==> src/rtl/fb_arbiter_if.sv <==
// Frame-buffer arbiter bus bundle: display read path, DWT engine
// handshake and the single-port RAM port, grouped for one connection.
interface fb_arbiter_if #(
  parameter int ADDR_W = 18,
  parameter int DATA_W = 8
);
  // display pixel path
  logic              disp_active;
  logic [ADDR_W-1:0] disp_addr;
  logic [DATA_W-1:0] disp_data;
  logic              end_of_frame;
  // engine sequencing and access handshake
  logic              eng_start;
  logic              eng_done;
  logic              eng_req;
  logic              eng_we;
  logic [ADDR_W-1:0] eng_addr;
  logic [DATA_W-1:0] eng_wdata;
  logic              eng_gnt;
  logic              eng_rvalid;
  logic [DATA_W-1:0] eng_rdata;
  // RAM port
  logic [ADDR_W-1:0] mem_addr;
  logic              mem_we;
  logic [DATA_W-1:0] mem_wdata;
  logic [DATA_W-1:0] mem_rdata;

  // arbiter side
  modport slave (
    input  disp_active, disp_addr, end_of_frame,
    input  eng_done, eng_req, eng_we, eng_addr, eng_wdata,
    input  mem_rdata,
    output disp_data, eng_start, eng_gnt, eng_rvalid, eng_rdata,
    output mem_addr, mem_we, mem_wdata
  );

  // display / engine / RAM side
  modport master (
    output disp_active, disp_addr, end_of_frame,
    output eng_done, eng_req, eng_we, eng_addr, eng_wdata,
    output mem_rdata,
    input  disp_data, eng_start, eng_gnt, eng_rvalid, eng_rdata,
    input  mem_addr, mem_we, mem_wdata
  );
endinterface

==> src/rtl/fb_arbiter.sv <==
// Frame-buffer arbiter: the display owns the RAM inside its visible
// window, the DWT engine gets the leftover cycles, and one engine pass
// is launched per frame after the display's end-of-frame strobe.
module fb_arbiter #(
  parameter int ADDR_W = 18,
  parameter int DATA_W = 8,
  parameter int SKIP_W = 8
) (
  input  logic              clock,
  input  logic              reset,
  input  logic              enable,
  fb_arbiter_if.slave       bus,
  output logic              busy,
  output logic [SKIP_W-1:0] frames_skipped
);

  typedef enum logic [1:0] {IDLE, START, RUN} state_t;

  state_t state, state_nxt;
  logic   start_ok;
  logic   rvalid_q;

  // An end-of-frame only launches a pass from IDLE with enable set;
  // every other strobe is counted as a skipped frame.
  assign start_ok = bus.end_of_frame & enable & (state == IDLE);

  // state register
  always_ff @(posedge clock or posedge reset) begin
    if (reset) state <= IDLE;
    else       state <= state_nxt;
  end

  // next-state and start pulse; eng_done outside RUN is ignored
  always_comb begin
    state_nxt     = state;
    bus.eng_start = 1'b0;
    case (state)
      IDLE:  if (start_ok) state_nxt = START;
      START: begin
        bus.eng_start = 1'b1;
        state_nxt     = RUN;
      end
      RUN:   if (bus.eng_done) state_nxt = IDLE;
      default: state_nxt = IDLE;
    endcase
  end

  assign busy = (state == RUN);

  // Engine only wins cycles the display leaves free, and only mid-pass.
  assign bus.eng_gnt = bus.eng_req & ~bus.disp_active & busy;

  // RAM mux: the display address is the default so the RAM never sees a
  // write unless the engine holds a grant (which excludes disp_active).
  always_comb begin
    bus.mem_addr = bus.disp_addr;
    bus.mem_we   = 1'b0;
    if (bus.eng_gnt) begin
      bus.mem_addr = bus.eng_addr;
      bus.mem_we   = bus.eng_we;
    end
  end

  assign bus.mem_wdata = bus.eng_wdata;

  // RAM data is shared; rvalid tells the engine which cycle is its own.
  assign bus.eng_rdata = bus.mem_rdata;
  assign bus.disp_data = bus.mem_rdata;

  // read return flag tracks the RAM's one-cycle latency
  always_ff @(posedge clock or posedge reset) begin
    if (reset) rvalid_q <= 1'b0;
    else       rvalid_q <= bus.eng_gnt & ~bus.eng_we;
  end

  assign bus.eng_rvalid = rvalid_q;

  // saturating count of end-of-frame strobes that did not start a pass
  always_ff @(posedge clock or posedge reset) begin
    if (reset)
      frames_skipped <= '0;
    else if (bus.end_of_frame && !start_ok && !(&frames_skipped))
      frames_skipped <= frames_skipped + 1'b1;
  end

endmodule

==> src/flat_wrapper.sv <==
// flat-port wrapper written by rule: the top's interface ports become plain ports
module fb_arbiter_flat 
#(
  parameter int ADDR_W = 18,
  parameter int DATA_W = 8,
  parameter int SKIP_W = 8
)
  (clock, reset, enable, busy, frames_skipped, bus_disp_active, bus_disp_addr, bus_end_of_frame, bus_eng_done, bus_eng_req, bus_eng_we, bus_eng_addr, bus_eng_wdata, bus_mem_rdata, bus_disp_data, bus_eng_start, bus_eng_gnt, bus_eng_rvalid, bus_eng_rdata, bus_mem_addr, bus_mem_we, bus_mem_wdata);
  fb_arbiter_if #(.ADDR_W(ADDR_W), .DATA_W(DATA_W)) bus_i ();
  input  logic clock;
  input  logic reset;
  input  logic enable;
  output logic busy;
  output logic [SKIP_W-1:0] frames_skipped;
  input wire logic [$bits(bus_i.disp_active)-1:0] bus_disp_active;
  input wire logic [$bits(bus_i.disp_addr)-1:0] bus_disp_addr;
  input wire logic [$bits(bus_i.end_of_frame)-1:0] bus_end_of_frame;
  input wire logic [$bits(bus_i.eng_done)-1:0] bus_eng_done;
  input wire logic [$bits(bus_i.eng_req)-1:0] bus_eng_req;
  input wire logic [$bits(bus_i.eng_we)-1:0] bus_eng_we;
  input wire logic [$bits(bus_i.eng_addr)-1:0] bus_eng_addr;
  input wire logic [$bits(bus_i.eng_wdata)-1:0] bus_eng_wdata;
  input wire logic [$bits(bus_i.mem_rdata)-1:0] bus_mem_rdata;
  output wire logic [$bits(bus_i.disp_data)-1:0] bus_disp_data;
  output wire logic [$bits(bus_i.eng_start)-1:0] bus_eng_start;
  output wire logic [$bits(bus_i.eng_gnt)-1:0] bus_eng_gnt;
  output wire logic [$bits(bus_i.eng_rvalid)-1:0] bus_eng_rvalid;
  output wire logic [$bits(bus_i.eng_rdata)-1:0] bus_eng_rdata;
  output wire logic [$bits(bus_i.mem_addr)-1:0] bus_mem_addr;
  output wire logic [$bits(bus_i.mem_we)-1:0] bus_mem_we;
  output wire logic [$bits(bus_i.mem_wdata)-1:0] bus_mem_wdata;
  assign bus_i.disp_active = bus_disp_active;
  assign bus_i.disp_addr = bus_disp_addr;
  assign bus_i.end_of_frame = bus_end_of_frame;
  assign bus_i.eng_done = bus_eng_done;
  assign bus_i.eng_req = bus_eng_req;
  assign bus_i.eng_we = bus_eng_we;
  assign bus_i.eng_addr = bus_eng_addr;
  assign bus_i.eng_wdata = bus_eng_wdata;
  assign bus_i.mem_rdata = bus_mem_rdata;
  assign bus_disp_data = bus_i.disp_data;
  assign bus_eng_start = bus_i.eng_start;
  assign bus_eng_gnt = bus_i.eng_gnt;
  assign bus_eng_rvalid = bus_i.eng_rvalid;
  assign bus_eng_rdata = bus_i.eng_rdata;
  assign bus_mem_addr = bus_i.mem_addr;
  assign bus_mem_we = bus_i.mem_we;
  assign bus_mem_wdata = bus_i.mem_wdata;
  fb_arbiter #(.ADDR_W(ADDR_W), .DATA_W(DATA_W), .SKIP_W(SKIP_W)) u_core (.clock(clock), .reset(reset), .enable(enable), .bus(bus_i), .busy(busy), .frames_skipped(frames_skipped));
endmodule
==> config.mk <==
export PLATFORM = sky130hd
export DESIGN_NAME = fb_arbiter_flat
export DESIGN_NICKNAME = d
export VERILOG_FILES = /design/src/rtl/fb_arbiter_if.sv /design/src/rtl/fb_arbiter.sv /design/src/flat_wrapper.sv
export SDC_FILE = /design/constraint.sdc
export NUM_CORES = 1
export LEC_CHECK = 0
export ABC_CLOCK_PERIOD_IN_PS = 1500
export CORE_MARGIN = 2
export CORE_UTILIZATION = 26
export DETAILED_ROUTE_END_ITERATION = 6
export GPL_ROUTABILITY_DRIVEN = 0
export PLACE_DENSITY = 0.78
export SKIP_CTS_REPAIR_TIMING = 1
export SLEW_MARGIN = 20
export SYNTH_ARGS = -nofsm -noshare
export SYNTH_HDL_FRONTEND = slang
export SYNTH_SLANG_ARGS = --single-unit
==> constraint.sdc <==
create_clock -name clock -period 1.5 [get_ports clock]
set_input_delay 0.3 -clock clock [delete_from_list [all_inputs] [get_ports clock]]
set_output_delay 0.3 -clock clock [all_outputs]
set_load 0.005 [all_outputs]
==> results.txt <==
Area after DPL = 0.00178 sq mm
Fillers = 387
Switching share of power = 28.8%
Global-route wire length before repair = 4200 um
Failing checks = setup timing
Syn Inst Count = 95
Final worst slack = -0.597 ns
Antenna-violating nets left = 0
Grt total ovfl = 0
DIE WIDTH = 67.9 um
Final HPWL DP = 2500 um
Final WL = 3310 um
RSZ-0062 raised after global routing = true
Critical path, cell by cell = clkdlybuf4s50_1 > and3b_4 > buf_6 > clkbuf_16 > buf_4 > mux2_4 > clkbuf_2
Worst Setup Start Kind = input pin
Register area share after synthesis = 25.9%
Full die area = 0.00461 sq mm
Worst-path clk slew = 0.05 ns
Top cell type's share of synthesized area = 26.9%
Unique masters post-synth = 30
Area leader, netlist = mux2_4
Final setup vio count = 20
Pwr Density = 875 mW/mm^2
Row cnt = 23
Seq pwr share = 27.5%
I/O Pins = 115
Slew HR = 70.8%
Slew @ Worst Pin = 0.437 ns
Initial DRC count = 13
Core ar. = 0.00397 sq mm
Synth cell count leaders = buf_4 (24), mux2_4 (19), dfrtp_1 (11)
Synth Cell Area = 0.00106 sq mm
Final nets = 242
Vias in the first global route = 907
Fin crit share = 140%
Vias = 995
Clk root buf = clkbuf_8
Share of post-route cells with drive strength above 1 = 46.1%
Kind of cell adding the most delay to the critical path = buffers and inverters
Clk pwr share = 17.0%
CTS tree = done
Crit path kind = in2out
CTS Sinks = 11
Max-cap violations = 0
Initial antenna violation count = 0
Initial core utilization = 26.7%
CTS Buffer Depth = 2
Slew Limit Fails = 0
Post-Place Cells = 207
Main synth FF type = dfrtp_1
Vias per cell = 4.33
Combinational share of power = 55.5%
Critical Path Max Stage Delay = 0.39 ns
Clock Skews = 0.000385 ns
Syn. warnings = 0
PortBufs = 74
CTS buffer count = 3
Cells on worst reg2reg path = 5
Pin count of the biggest net entering global routing = 12
Status = finished, violations left
Syn Nets = 156
Layout overhead on the synthesized area = 89.4%
Worst setup EP type = primary output
Avg Inst Size Synth = 11.2 sq um
Buffers and inverters on the worst path = 5
First-pass detailed-route iteration total = 4
Worst endpoint data arrival time = 1.80 ns
Sw power = 0.000507 W
Critical Path RT = 1.20 ns
Final Hold Vio Count = 0
Worst Path Max Fanout = 6
Number of synthesized flops with an enable pin = 0
LEAKAGE = 1.01 nW
WL/cell = 14.4 um
H-tree Lvls = 1
CP Depth = 7
Synth top area cells = mux2_4 (27%), dfrtp_1 (26%), buf_4 (17%)
Ys async rst share = 100%
Yosys reg bits = 11
Non-Filler Instances = 230
Internal Power = 0.00125 W
Most common cell in the netlist = buf_4
VDD IR max = 0.627 mV
Fmax = 477 MHz
CP max-delay cell = clkdlybuf4s50_1
GRT Overall Usage = 12.0%
Clk Latency, worst-skew pair = 0.24 ns
HP Class = in2async
ANT cells = 0
DRC violations left = 0
Fin crit period = 2.10 ns
Post-route cell area = 0.00201 sq mm
Die span in y = 67.9 um
-- worst paths after layout --
| kind | startpoint | to | slack, ns |
|---|---|---|---|
| max | bus_disp_active | bus_mem_addr[1] | -0.60 |
| min | reset | u_core.frames_skipped[5]$_DFFE_PP0P_ | 0.37 |
| max reg2reg | u_core.frames_skipped[0]$_DFFE_PP0P_ | u_core.frames_skipped[6]$_DFFE_PP0P_ | 0.04 |
| min reg2reg | u_core.frames_skipped[0]$_DFFE_PP0P_ | u_core.frames_skipped[0]$_DFFE_PP0P_ | 0.58 |
| max in group asynchronous | reset | u_core.frames_skipped[7]$_DFFE_PP0P_ | 0.81 |
| min in group clock | u_core.frames_skipped[0]$_DFFE_PP0P_ | u_core.frames_skipped[0]$_DFFE_PP0P_ | 0.58 |
-- layer usage --
layer	vias to the layer above	track usage [%]	share of wire [%]
met3	4	3.62	14
met5	-	0	0
met2	70	20.8	47
met4	0	3.50	0.85
met1	449	14.3	38
li1	472	-	-
-- cells by family (layout without fill, tap and decap cells) --
group	count (synthesis)	after routing	synth area share, %
AND/OR/NAND/NOR	24	24	16.6
AO/OA/AOI/OAI	6	6	4.00
buffers and inverters	30	115	21.7
multiplexers	21	21	29.0
adder cells (fa/ha/maj)	1	1	1.18
flip-flops	11	11	25.9
XOR/XNOR	2	2	1.65
-- power by group through the flow --
| stage | combinational (W) | sequential, W | clock, W |
|---|---|---|---|
| floorplan | 0.000342 | 0.000509 | 0 |
| global placement | 0.000833 | 0.000489 | 0 |
| detailed placement | 0.000844 | 0.000494 | 0 |
| CTS | 0.000853 | 0.000490 | 0.000311 |
| global route | 0.00106 | 0.000496 | 0.000328 |
| finish | 0.000977 | 0.000484 | 0.000299 |
-- stage by stage --
| step | TNS [ns] | worst slack (ns) | power [W] | hold slack [ns] | utilization (%) |
|---|---|---|---|---|---|
| floorplan | -0.249 | -0.0177 | 0.000851 | 0.152 | - |
| global placement | -15.46 | -0.754 | 0.00132 | 0.557 | 44.8 |
| detailed placement | -15.51 | -0.755 | 0.00134 | 0.567 | 44.8 |
| CTS | -15.20 | -0.771 | 0.00165 | 0.387 | 46.0 |
| global route | -10.64 | -0.653 | 0.00188 | 0.416 | 50.7 |
| finish | -9.39 | -0.597 | 0.00176 | 0.366 | 50.7 |
-- worst register-to-register path, delay by kind of cell, from the launching register on --
family,cells,cell delay [ns]
fa+ha+maj,1,0.19
flops,1,0.35
compound gates,1,0.18
simple gates,3,0.65
-- final cells by class --
class | count | area, sq um | area share (%)
Clock buffer | 4 | 45.0 | 2.24
Inverter | 4 | 15.0 | 0.746
Multi-Input combinational cell | 54 | 567 | 28.2
Sequential cell | 11 | 278 | 13.8
Tap cell | 50 | 62.6 | 3.11
Timing Repair Buffer | 107 | 1040 | 51.9
-- sequential cells by signal, summed over array words and instances (netlist names) --
name                   count
u_core.bus.eng_rvalid      1
u_core.frames_skipped      8
u_core.state               2
-- cell usage in the layout, fill, tap and decap left out, types with 2 or more instances in the layout --
cell type	netlist	final
nand2_1	3	3
dfrtp_1	11	9
dfrtp_2	0	2
inv_1	4	4
a21oi_1	3	3
mux2_4	19	20
dlymetal6s2s_1	0	11
buf_6	0	7
and2_1	2	2
nand3_1	5	5
xnor2_1	2	2
clkbuf_2	0	9
buf_12	1	2
clkbuf_16	0	2
buf_4	24	25
clkdlybuf4s50_1	0	50
clkbuf_8	0	3
(Power assumes the default switching activity.)
